<file path="src/rtl/stump_ctrl_pkg.sv">
// rtl/stump_ctrl_pkg.sv - shared encodings for the Stump control unit
// Purpose: state encodings, opcodes, branch condition codes and ir field
// positions used by stump_control and stump_cond_eval. No ports.
package stump_ctrl_pkg;

  typedef enum logic [1:0] {
    ST_FETCH   = 2'b00,
    ST_EXECUTE = 2'b01,
    ST_MEMORY  = 2'b10,
    ST_UNUSED  = 2'b11
  } state_t;

  localparam logic [2:0] OP_ADD  = 3'b000;
  localparam logic [2:0] OP_ADC  = 3'b001;
  localparam logic [2:0] OP_SUB  = 3'b010;
  localparam logic [2:0] OP_SBC  = 3'b011;
  localparam logic [2:0] OP_AND  = 3'b100;
  localparam logic [2:0] OP_OR   = 3'b101;
  localparam logic [2:0] OP_LDST = 3'b110;
  localparam logic [2:0] OP_BCC  = 3'b111;

  localparam logic [3:0] COND_AL = 4'h0;
  localparam logic [3:0] COND_NV = 4'h1;
  localparam logic [3:0] COND_HI = 4'h2;
  localparam logic [3:0] COND_LS = 4'h3;
  localparam logic [3:0] COND_CC = 4'h4;
  localparam logic [3:0] COND_CS = 4'h5;
  localparam logic [3:0] COND_NE = 4'h6;
  localparam logic [3:0] COND_EQ = 4'h7;
  localparam logic [3:0] COND_VC = 4'h8;
  localparam logic [3:0] COND_VS = 4'h9;
  localparam logic [3:0] COND_PL = 4'hA;
  localparam logic [3:0] COND_MI = 4'hB;
  localparam logic [3:0] COND_GE = 4'hC;
  localparam logic [3:0] COND_LT = 4'hD;
  localparam logic [3:0] COND_GT = 4'hE;
  localparam logic [3:0] COND_LE = 4'hF;

  localparam int OPCODE_MSB = 15;
  localparam int OPCODE_LSB = 13;
  localparam int TYPE_BIT   = 12;
  localparam int S_BIT      = 11;
  localparam int DEST_MSB   = 10;
  localparam int DEST_LSB   = 8;
  localparam int SRCA_MSB   = 7;
  localparam int SRCA_LSB   = 5;
  localparam int SRCB_MSB   = 4;
  localparam int SRCB_LSB   = 2;
  localparam int SHIFT_MSB  = 1;
  localparam int SHIFT_LSB  = 0;
  localparam int COND_MSB   = 11;
  localparam int COND_LSB   = 8;

  localparam logic [2:0] REG_PC = 3'd7;

endpackage

</file>
<file path="src/rtl/stump_cond_eval.sv">
// rtl/stump_cond_eval.sv - branch condition evaluator
// Purpose: decides whether a Bcc condition holds for the current flags.
// Ports: cond[3:0] condition code, cc[3:0] flags {N,Z,V,C}, taken result.
module stump_cond_eval
  import stump_ctrl_pkg::*;
(
  input  logic [3:0] cond,
  input  logic [3:0] cc,
  output logic       taken
);

  logic n, z, v, c;
  assign n = cc[3];
  assign z = cc[2];
  assign v = cc[1];
  assign c = cc[0];

  always_comb begin
    taken = 1'b0;
    case (cond)
      COND_AL: taken = 1'b1;
      COND_NV: taken = 1'b0;
      COND_HI: taken = ~c & ~z;
      COND_LS: taken = c | z;
      COND_CC: taken = ~c;
      COND_CS: taken = c;
      COND_NE: taken = ~z;
      COND_EQ: taken = z;
      COND_VC: taken = ~v;
      COND_VS: taken = v;
      COND_PL: taken = ~n;
      COND_MI: taken = n;
      COND_GE: taken = (n == v);
      COND_LT: taken = (n != v);
      COND_GT: taken = ~z & (n == v);
      COND_LE: taken = z | (n != v);
      default: taken = 1'b0;
    endcase
  end

endmodule

</file>
<file path="src/rtl/stump_control.sv">
// rtl/stump_control.sv - Stump instruction sequencer and decoder
// Purpose: FETCH/EXECUTE/MEMORY sequencer driving ALU, register file,
// PC and memory port controls.
// Ports: clk, rst (sync active-high); ir, cc, mem_ready inputs;
// state, fetch, pc_inc, alu_func, opB_mux_sel, ext_op, shift_op,
// srcA, srcB, dest, reg_write, cc_en, mem_ren, mem_wen outputs.
module stump_control
  import stump_ctrl_pkg::*;
(
  input  logic        clk,
  input  logic        rst,
  input  logic [15:0] ir,
  input  logic [3:0]  cc,
  input  logic        mem_ready,
  output logic [1:0]  state,
  output logic        fetch,
  output logic        pc_inc,
  output logic [2:0]  alu_func,
  output logic        opB_mux_sel,
  output logic        ext_op,
  output logic [1:0]  shift_op,
  output logic [2:0]  srcA,
  output logic [2:0]  srcB,
  output logic [2:0]  dest,
  output logic        reg_write,
  output logic        cc_en,
  output logic        mem_ren,
  output logic        mem_wen
);

  state_t     state_q, state_d;
  logic       taken;
  logic [2:0] opcode;
  logic       imm_type;

  assign state    = state_q;
  assign opcode   = ir[OPCODE_MSB:OPCODE_LSB];
  assign imm_type = ir[TYPE_BIT];

  stump_cond_eval u_cond_eval (
    .cond  (ir[COND_MSB:COND_LSB]),
    .cc    (cc),
    .taken (taken)
  );

  always_ff @(posedge clk) begin
    if (rst) state_q <= ST_FETCH;
    else     state_q <= state_d;
  end

  always_comb begin
    state_d     = ST_FETCH;
    fetch       = 1'b0;
    pc_inc      = 1'b0;
    alu_func    = OP_ADD;
    opB_mux_sel = 1'b0;
    ext_op      = 1'b0;
    shift_op    = 2'b00;
    srcA        = 3'd0;
    srcB        = 3'd0;
    dest        = 3'd0;
    reg_write   = 1'b0;
    cc_en       = 1'b0;
    mem_ren     = 1'b0;
    mem_wen     = 1'b0;

    case (state_q)
      ST_FETCH: begin
        // IR load and PC increment only commit at the edge with mem_ready
        mem_ren = 1'b1;
        fetch   = 1'b1;
        pc_inc  = 1'b1;
        state_d = mem_ready ? ST_EXECUTE : ST_FETCH;
      end
      ST_EXECUTE: begin
        srcA        = ir[SRCA_MSB:SRCA_LSB];
        srcB        = ir[SRCB_MSB:SRCB_LSB];
        dest        = ir[DEST_MSB:DEST_LSB];
        opB_mux_sel = imm_type;
        shift_op    = imm_type ? 2'b00 : ir[SHIFT_MSB:SHIFT_LSB];
        case (opcode)
          OP_LDST: begin
            // address calculation only; the datapath latches the sum
            alu_func = OP_ADD;
            state_d  = ST_MEMORY;
          end
          OP_BCC: begin
            // PC-relative: R7 <= R7 + sext(ir[7:0]) when the condition holds
            alu_func    = OP_ADD;
            srcA        = REG_PC;
            srcB        = 3'd0;
            dest        = REG_PC;
            opB_mux_sel = 1'b1;
            ext_op      = 1'b1;
            shift_op    = 2'b00;
            reg_write   = taken;
          end
          default: begin
            alu_func  = opcode;
            reg_write = 1'b1;
            cc_en     = ir[S_BIT];
          end
        endcase
      end
      ST_MEMORY: begin
        if (ir[S_BIT]) begin
          mem_wen = 1'b1;
          srcA    = ir[DEST_MSB:DEST_LSB];
        end else begin
          mem_ren   = 1'b1;
          dest      = ir[DEST_MSB:DEST_LSB];
          reg_write = mem_ready;
        end
        state_d = mem_ready ? ST_FETCH : ST_MEMORY;
      end
      default: state_d = ST_FETCH;
    endcase

    // reset suppresses every architectural side effect in the current cycle
    if (rst) begin
      reg_write = 1'b0;
      cc_en     = 1'b0;
      mem_wen   = 1'b0;
    end
  end

endmodule

</file>
<file path="config.mk">
export PLATFORM = sky130hd
export DESIGN_NAME = stump_control
export DESIGN_NICKNAME = d
export VERILOG_FILES = /design/src/rtl/stump_ctrl_pkg.sv /design/src/rtl/stump_cond_eval.sv /design/src/rtl/stump_control.sv
export SDC_FILE = /design/constraint.sdc
export NUM_CORES = 1
export LEC_CHECK = 0
export ABC_AREA = 1
export CORE_MARGIN = 4
export CORE_UTILIZATION = 33
export CTS_BUF_LIST = sky130_fd_sc_hd__clkbuf_8
export DETAILED_ROUTE_END_ITERATION = 8
export GPL_ROUTABILITY_DRIVEN = 0
export GPL_TIMING_DRIVEN = 0
export PLACE_DENSITY = 0.85
export SYNTH_ARGS = -nofsm -noshare
export SYNTH_HDL_FRONTEND = slang
export SYNTH_SLANG_ARGS = --single-unit
</file>
<file path="constraint.sdc">
create_clock -name clk -period 1.8 [get_ports clk]
set_clock_uncertainty 0.05 [all_clocks]
set_input_delay 0.36 -clock clk [delete_from_list [all_inputs] [get_ports clk]]
set_output_delay 0.36 -clock clk [all_outputs]
set_load 0.05 [all_outputs]
</file>
== Word level (Yosys, flattened, before mapping) ==
Index checks and enable logic that the tools add are counted.
Operators by class
  equal/unequal tests: 21
  mux-type cells: 35
  bitwise gates (word level): 8
  reduce and logical (&&, ||, !) cells: 3
Operators by type and width (number)
  4-bit == test, second input constant: 8
  3-bit two-way mux: 8
  4-bit by 3-bit == test with 1-bit output, second input constant: 4
  1-bit one-hot mux with 16 select lines: 1
  1-bit two-way mux: 15
  3-bit one-hot mux with 2 select lines: 2
  2-bit two-way mux: 5
  4-bit by 2-bit == test with 1-bit output, second input constant: 2
  3-bit == test, second input constant: 2
  1-bit one-hot mux with 2 select lines: 3
  2-bit one-hot mux with 3 select lines: 1
  4-bit by 1-bit == test with 1-bit output, second input constant: 1
  4-bit zero test: 1
  1-bit inverter: 4
  1-bit bitwise AND: 2
  2-bit by 1-bit == test with 1-bit output, second input constant: 1
  2-bit == test, second input constant: 1
  2-bit zero test: 1
  1-bit bitwise OR: 2
  2-bit OR reduction: 1
  1-bit == test: 1
  1-bit inequality test: 1
Word-level totals
  register bits: 2
  bits of input ports: 23
  output and inout port bits: 24
  word-level logic and storage cells: 68

== Longest topological paths before layout ==
Gate-level depths: netlist (run 1).
  word-level depth: 6
  depth in mapped cells: 11
  mapped depth without buffers: 10

== Modules after synthesis ==
A second synthesis (run 1) with hierarchy kept.
Unflattened totals
  cells, all modules: 130
  area total of the unflattened synthesis: 616.8 sq um
Modules (own cells, without submodules)
  stump_control: instances 1, cells an instance 79, area an instance 404.1 sq um, seq. area each 40.0 sq um
  stump_cond_eval: instances 1, cells an instance 51, area an instance 212.7 sq um, seq. area each 0.0 sq um

== Worst setup path after synthesis (run 1) ==
OpenSTA, ideal clock, no wires.
  path type: register to output
  start point: register state_q[0] (netlist: state[0])
  end point: output dest[0]
  data arrival time: 2.777 ns
  required time: 1.390 ns
  slack: -1.387 ns
  stages on the path, launching flop included: 6
  buffers on the path: 0
  path through: dfxtp_1 -> ha_1 -> inv_1 -> nor2_1 -> inv_1 -> a21oi_1
On the way
  word-level cells in the longest chain between the ends: 2
  elaborated cells on any way between the ends: 3
  those cells by class: 2 x eq/ne; 1 x mux
RTL lines
  from (decl): RTL line stump_control.sv:31  | state_t state_q, state_d;
  from (signal assigned): RTL line stump_control.sv:48  | else state_q <= state_d;
  2-bit == test or 2-bit by 1-bit == test with 1-bit output (tied branches): RTL line stump_control.sv:67  | case (state_q)
  3-bit one-hot mux with 2 select lines (*): RTL line stump_control.sv:67
  to (decl): RTL line stump_control.sv:24  | output logic [2:0] dest,
Mark *: on every way between the ends. The rest lies on a longest branch, timed or not.

== Worst setup path after layout (run 1) ==
  start point: register state_q[0] (netlist: state[0])
  end point: output reg_write
On the way
  word-level cells in the longest chain between the ends: 3
  elaborated cells on any way between the ends: 4
  those cells by class: 2 x eq/ne; 2 x mux
RTL lines
  2-bit == test or 2-bit by 1-bit == test with 1-bit output (tied branches): RTL line stump_control.sv:67
  1-bit one-hot mux with 2 select lines (*): RTL line stump_control.sv:67
  1-bit two-way mux (*): RTL line stump_control.sv:120  | if (rst) begin
  to (decl): RTL line stump_control.sv:25  | output logic reg_write,
Marked as above.

==> summary.txt, run 1 <==
Logic synthesis
  • Cells after Synth: 109
  • Avg Cell Area, Syn: 5.09 um2
  • Post-synth top cells: 34 x nand2_1, 23 x inv_1, 11 x nand3_1, 8 x nor2_1, 7 x a21oi_1
  • Netlist cell types: 20
  • Post-synthesis net count: 136
  • Count leader, synth: nand2_1
  • Sequential share of the synthesized area: 7.22%
  • Area contributors post-synth: nand2_1 23%, inv_1 16%, nand3_1 9.9%, ha_1 9.0%, dfxtp_1 7.2%
  • Seq cells post-synth: 2
  • Area share of the largest cell type after synthesis: 23.0%
  • Synth Warn #: 0
  • Main synth FF type: dfxtp_1
  • Cell Area, Synth: 554 um2
  • Async SR Flop Fraction: 0%
  • Post-synth EDFFs: 0
  • Synth area leader: nand2_1

Worst setup path
  • Startpoint Class: flop
  • Reg2reg path depth: 5
  • Crit-path cells: inv_4 > ha_4 > inv_4 > or2_4 > a21oi_4 > buf_6
  • Reg2reg end: state[1]
  • Crit path top cell by count: inv_4
  • Worst path required time: 1.39 ns
  • Critical-path maximum fanout: 4
  • CP Data Arrival Time: 1.48 ns
  • CP Capture Type: output port
  • Crit. Startpoint: state[0]
  • Crit path kind: flop to output port
  • Slowest CP cell: dfxtp_4
  • Largest stage delay, worst path: 0.38 ns
  • R2R Path Start: state[1]
  • R2R setup slack: 0.61 ns

Power
  • Leakage power: 0.597 nW
  • Logic pwr share: 53.9%
  • Switching share of power: 41.1%
  • Sequential group share of total power: 10.0%
  • VDD IR max: 0.537 mV
  • Internal power: 285 uW
  • Sw power: 199 uW
  • Clock power frac: 36.1%
  • Power Density: 390 nW/um2

Placed design
  • Dpl cells: 170
  • Setup WS pre-CTS: -1.09 ns
  • Port bufs: 45
  • Post-DP HPWL: 1730 um

Clock network
  • Clock root buffer: clkbuf_8
  • Clock Latency Late Sink: 0.21 ns
  • Total clock buffers created by CTS: 3
  • CTS tree: yes
  • H-tree Lvls: 1
  • Hold_buf cts: 0
  • Clock Path Buffers: 2
  • # clock sinks: 2
  • Clk pin slew, worst setup/hold paths: 0.03 ns

Global route
  • Total gr overflow: 0
  • Pin count of the biggest net entering global routing: 9
  • Vias in the first global route: 835
  • Tot GR Track Use: 18.9%
  • First-pass GRT wire length: 3730 um
  • Initial antenna violation count: 0

Die
  • Die Y: 49.0 um
  • I/O Pins: 47
  • Initial Utilization: 36.0%
  • Rows: 14
  • Area of the core: 1540 um2
  • Die ar.: 2400 um2
  • Die W: 49.0 um

Finish
  • Max reg flops: 2
  • Share of cells above drive strength 1: 44.4%
  • Antenna cells: 0
  • Layout filler cell count: 116
  • Nets: 189
  • Finished Layout Cells: 176
  • Area growth syn-to-layout: 124%

STA
  • Max-slew violation count: 0
  • RSZ-0062 raised after global routing: yes
  • Slew HR: 66.6%
  • Setup violations, final: 4
  • Period utilization: 105%
  • Min cycle time layout: 1.89 ns
  • Fin. Hold Viols: 0
  • Highest achievable clock rate: 0.530 GHz
  • Slew @ Worst Pin: 0.504 ns
  • PnR worst setup slack: -0.0875 ns

Detailed routing
  • Routed vias: 846
  • Wirelength per Cell: 12.8 um
  • WL final: 2260 um
  • Drt pass-1 iters: 4
  • DRC: 0
  • ANT nets after route: 0
  • Vias per inst: 4.81
  • Iter 0 DRT Violations: 12

Run status
  • Violated checks: setup timing
  • Status: complete, but fails checks

Hold path
  • Worst hold start: rst
  • Hold WC Path Type: input pin to flop
  • Hold endpoint: state[1]
  • Hold Path Depth: 2

Run
  • # Max-Cap Violations: 0
## power groups by stage
stage	Combinational (mW)	Clock (mW)	Sequential, mW
6_report	0.261	0.175	0.0484
5_1_grt	0.280	0.184	0.0484
4_1_cts	0.246	0.178	0.0483
3_5_place_dp	0.250	0	0.0481
3_3_place_gp	0.247	0	0.0480
2_1_floorplan	0.145	0	0.0533
## placed cells by master (no fill, tap or decap), drive strengths merged, types with 4 or more instances in the layout
master / synthesis / final
a21oi: 7 / 7
buf: 2 / 24
clkbuf: 0 / 5
clkdlybuf4s15: 0 / 5
clkdlybuf4s50: 0 / 10
dlygate4sd2: 0 / 9
ha: 4 / 4
inv: 24 / 24
nand2: 34 / 34
nand3: 11 / 11
nor2: 9 / 9
nor3: 4 / 4
o21ai: 4 / 4
## worst max-delay path, delay by kind of cell (launching register included)
kind	cells	cell delay [ns]
AOI/OAI and AO/OA	1	0.11
adders and majority gates	1	0.28
buffers and inverters	3	0.28
DFF	1	0.38
and+or+nand+nor	1	0.23
## kinds of logic after synthesis
family | Yosys count | share of synthesized area (%)
flops | 2 | 7.22
buf+inv | 26 | 19.6
fa+ha+maj | 4 | 9.03
simple gates | 63 | 50.3
compound gates | 14 | 13.8
## per-stage QoR
step / cell area, um2 / hold slack, ns / util (%) / setup TNS (ns) / power (mW)
finish: 1240 / 0.615 / 80.4 / -0.164 / 0.484
global route: 1240 / 0.650 / 80.4 / -0.289 / 0.512
CTS: 1200 / 0.594 / 77.6 / -0.145 / 0.472
detailed placement: 1160 / 0.569 / 75.6 / -16.38 / 0.298
global placement: 1160 / 0.555 / 75.6 / -16.09 / 0.295
floorplan: 694 / 0.376 / - / -0.565 / 0.198
## how the worst max path moves through the flow
stage,end,slack [ns],cells after the start
5_1_grt,reg_write,-0.11,11
3_5_place_dp,reg_write,-1.09,10
3_3_place_gp,reg_write,-1.07,10
6_report,reg_write,-0.09,6
4_1_cts,reg_write,-0.1,6
2_1_floorplan,dest[0],-0.07,5
## routing by layer
layer  global-route usage (%)  routed length [um]  vias up
met2                     35.2                1220       26
li1                         -                   -      446
met1                     20.1                 905      370
met4                     7.17                  23        0
met3                     4.28                 109        4
met5                        0                   0        -
## final cells by class
cell class,count,area [um2],share of cell area (%)
buffer,2,18.8,1.51
sequential,2,47.5,3.83
timing repair buffer,48,412,33.2
inverter,24,108,8.68
tap,16,20.0,1.61
multi-input combinational,81,593,47.8
clock buffer,3,41.3,3.33
## what timing repair did
item | in CTS | in global routing
buffers inserted | 1 | 2
setup endpoints to repair | 23 | 13
gates cloned | 0 | 0
resized for setup | 140 | 28
pin swaps | 3 | 10
Power figures use the tool's default switching activity.
==> inputs of run 2 (changes only) <==
--- a/config.mk
+++ b/config.mk
@@ -5,14 +5,13 @@
 export SDC_FILE = /design/constraint.sdc
 export NUM_CORES = 1
 export LEC_CHECK = 0
-export ABC_AREA = 1
-export CORE_MARGIN = 4
-export CORE_UTILIZATION = 33
+export ABC_AREA = 0
+export CORE_UTILIZATION = 31
 export CTS_BUF_LIST = sky130_fd_sc_hd__clkbuf_8
 export DETAILED_ROUTE_END_ITERATION = 8
 export GPL_ROUTABILITY_DRIVEN = 0
 export GPL_TIMING_DRIVEN = 0
-export PLACE_DENSITY = 0.85
+export PLACE_DENSITY = 0.87
 export SYNTH_ARGS = -nofsm -noshare
 export SYNTH_HDL_FRONTEND = slang
 export SYNTH_SLANG_ARGS = --single-unit
==> run 2 against run 1 <==
Net effect: the run still ends with setup timing left; via count is 4.8% lower; routed wire length shrank 5.8%; area after synthesis down 7.0%; combinational power rose by 3%; critical path depth is the same; highest routed layer unchanged.
==> summary.txt, run 2 <==
Clock network
  • Clock Path Buffers: 2 (unchanged)
  • Clk pin slew, worst setup/hold paths: 0.03 ns (about the same)
  • Total clock buffers created by CTS: 3 (unchanged)
  • # clock sinks: 2 (unchanged)
  • Clock Latency Late Sink: 0.21 ns (about the same)
  • Hold_buf cts: 0 (unchanged)
  • H-tree Lvls: 1 (unchanged)
  • Clock root buffer: clkbuf_8
  • CTS tree: yes

Logic synthesis
  • Post-synthesis net count: 103 (-24%)
  • Avg Cell Area, Syn: 6.78 um2 (+33%)
  • Area contributors post-synth: ha_1 9.7%, a21oi_1 8.7%, dfxtp_1 7.8%, and3_1 6.1%, o21ai_0 5.8%
  • Post-synth top cells: 9 x a21oi_1, 8 x nand2_1, 6 x o21ai_0, 5 x and3_1, 5 x inv_1
  • Main synth FF type: dfxtp_1
  • Async SR Flop Fraction: 0% (unchanged)
  • Post-synth EDFFs: 0 (unchanged)
  • Seq cells post-synth: 2 (unchanged)
  • Area share of the largest cell type after synthesis: 9.71% (-13 points)
  • Netlist cell types: 32 (+60%)
  • Synth Warn #: 0 (unchanged)
  • Count leader, synth: a21oi_1
  • Cell Area, Synth: 515 um2 (-7.0%)
  • Cells after Synth: 76 (-30%)
  • Sequential share of the synthesized area: 7.77% (+0.54 points)
  • Synth area leader: ha_1

Global route
  • Tot GR Track Use: 23.8% (+4.9 points)
  • Pin count of the biggest net entering global routing: 11 (+2)
  • Vias in the first global route: 806 (-3.5%)
  • Total gr overflow: 0 (unchanged)
  • Initial antenna violation count: 0 (unchanged)
  • First-pass GRT wire length: 3360 um (-9.8%)

Run status
  • Status: complete, but fails checks
  • Violated checks: setup timing

STA
  • Highest achievable clock rate: 0.469 GHz (-12%)
  • Fin. Hold Viols: 0 (unchanged)
  • RSZ-0062 raised after global routing: yes
  • Min cycle time layout: 2.13 ns (+0.247 ns)
  • Slew HR: 66.5% (about the same)
  • Period utilization: 119% (+14 points)
  • Slew @ Worst Pin: 0.504 ns (+0.000462 ns)
  • Setup violations, final: 7 (+3)
  • Final hold slack: 0.526 ns (-0.0894 ns)
  • PnR worst setup slack: -0.334 ns (-0.247 ns)
  • Max-slew violation count: 0 (unchanged)

Power
  • Internal power: 309 uW (+8.2%)
  • Leakage power: 0.551 nW (-7.6%)
  • VDD IR max: 0.424 mV (-21%)
  • Clock power frac: 35.6% (-0.5 points)
  • Power Density: 384 nW/um2 (-1.8%)
  • Logic pwr share: 54.5% (+0.6 points)
  • Sw power: 184 uW (-7.5%)
  • Pwr Total: 493 uW (+1.8%)
  • Switching share of power: 37.3% (-3.7 points)
  • Sequential group share of total power: 9.8% (-0.2 points)

Detailed routing
  • ANT nets after route: 0 (unchanged)
  • WL final: 2130 um (-5.8%)
  • Iter 0 DRT Violations: 15 (+3)
  • Routed vias: 805 (-4.8%)
  • DRC: 0 (unchanged)
  • Wirelength per Cell: 14.4 um (+12%)
  • Vias per inst: 5.44 (+13%)
  • Drt pass-1 iters: 4 (unchanged)

Hold path
  • Worst hold start: ir[13]
  • Hold Path Depth: 4 (+2)
  • Hold endpoint: state[1]
  • Hold WC Path Type: input pin to flop

Die
  • Area of the core: 1520 um2 (-1.1%)
  • Die W: 42.8 um (-13%)
  • Initial Utilization: 33.8% (-2.1 points)
  • Die ar.: 1830 um2 (-24%)
  • Die Y: 42.8 um (-13%)
  • I/O Pins: 47 (unchanged)
  • Rows: 14 (unchanged)

Placed design
  • Port bufs: 44 (-2.2%)
  • Post-DP HPWL: 1510 um (-13%)

Worst setup path
  • R2R setup slack: 0.59 ns (-0.02 ns)
  • R2R Path Start: state[0]
  • Worst path required time: 1.39 ns (about the same)
  • Crit path kind: flop to output port
  • Reg2reg end: state[1]
  • CP Data Arrival Time: 1.72 ns (+0.24 ns)
  • Slowest CP cell: dfxtp_4
  • Reg2reg path depth: 6 (+1)
  • Crit-path cells: inv_4 > ha_4 > inv_6 > a2111o_1 > a211oi_4 > buf_6
  • CP top delay family: compound AO/OA/AOI/OAI gates
  • Critical-path maximum fanout: 6 (+2)
  • Buf+Inv Stages, Crit Path: 3 (unchanged)
  • Startpoint Class: flop
  • Largest stage delay, worst path: 0.38 ns (about the same)
  • CP Capture Type: output port

Finish
  • Nets: 161 (-15%)
  • Share of cells above drive strength 1: 59.1% (+15 points)
  • Antenna cells: 0 (unchanged)
  • Most frequent cells in the layout: 19 x buf_6, 14 x buf_4, 10 x clkdlybuf4s50_1
  • Most common cell after layout, fill and taps aside: buf_6
  • Area growth syn-to-layout: 149%
  • Max reg flops: 2 (unchanged)

Run
  • # Max-Cap Violations: 0 (unchanged)
run 2: worst max path at each step:
stage | from | to | slack (ns) | cells past startpoint
2_1_floorplan | state[0] | reg_write | -0.36 | 6
3_3_place_gp | ir[14] | reg_write | -1.47 | 7
3_5_place_dp | ir[14] | reg_write | -1.49 | 7
4_1_cts | state[1] | reg_write | -0.32 | 6
5_1_grt | state[0] | reg_write | -0.40 | 7
6_report | state[0] | reg_write | -0.33 | 6
run 2: kinds of logic after synthesis:
kind of cell	count (synthesis)	share of synthesized area, %
simple gates	35	39.1
compound gates	22	26.5
buf+inv	10	10.9
fa+ha+maj	4	9.71
mux	2	4.37
flops	2	7.77
xor+xnor	1	1.70
run 2: metrics by stage:
step / cells / util (%) / area [um2] / setup TNS [ns] / worst slack (ns)
after CTS: 145 / 76.4 / 1160 / -1.76 / -0.319
after global placement: 136 / 71.1 / 1080 / -16.02 / -1.47
after global routing: 148 / 84.3 / 1280 / -1.40 / -0.397
after detailed placement: 136 / 71.1 / 1080 / -16.46 / -1.49
after floorplan: 76 / - / 623 / -1.36 / -0.362
final: 148 / 84.3 / 1280 / -0.968 / -0.334
run 2: tightest hold or removal path, cell delays in order:
cell     delay, ns
buf_2         0.12
nor2_1        0.05
a21oi_1       0.15
nor3_1        0.05
run 2: cell type report:
type / instances / area [um2]
Buffer: 4 / 33.8
Clock buffer: 3 / 41.3
Fill cell: 100 / 239
Inverter: 5 / 28.8
Multi-Input combinational cell: 64 / 597
Sequential cell: 2 / 47.5
Tap cell: 16 / 20.0
Timing Repair Buffer: 54 / 517
run 2: what timing repair did:
action,in CTS,in global routing
resized for setup,169,32
pin swaps,8,4
setup buffers,7,2
gates cloned,0,1
setup endpoints to repair,24,19
run 2: power groups by stage:
stage          Combinational (mW)  Clock [mW]  Sequential (mW)
6_report                    0.269       0.176           0.0484
5_1_grt                     0.282       0.183           0.0487
4_1_cts                     0.244       0.180           0.0477
3_5_place_dp                0.230           0           0.0482
3_3_place_gp                0.225           0           0.0479
2_1_floorplan               0.128           0           0.0531
run 2: per-layer routing:
| layer | vias to the layer above | routed length, um | part of all wire, % | global-route usage [%] |
|---|---|---|---|---|
| li1 | 386 | - | - | - |
| met1 | 375 | 816 | 38 | 27.8 |
| met2 | 38 | 1110 | 52 | 40.9 |
| met3 | 6 | 152 | 7.1 | 6.81 |
| met4 | 0 | 46 | 2.2 | 8.13 |
| met5 | - | 0 | 0 | 0 |
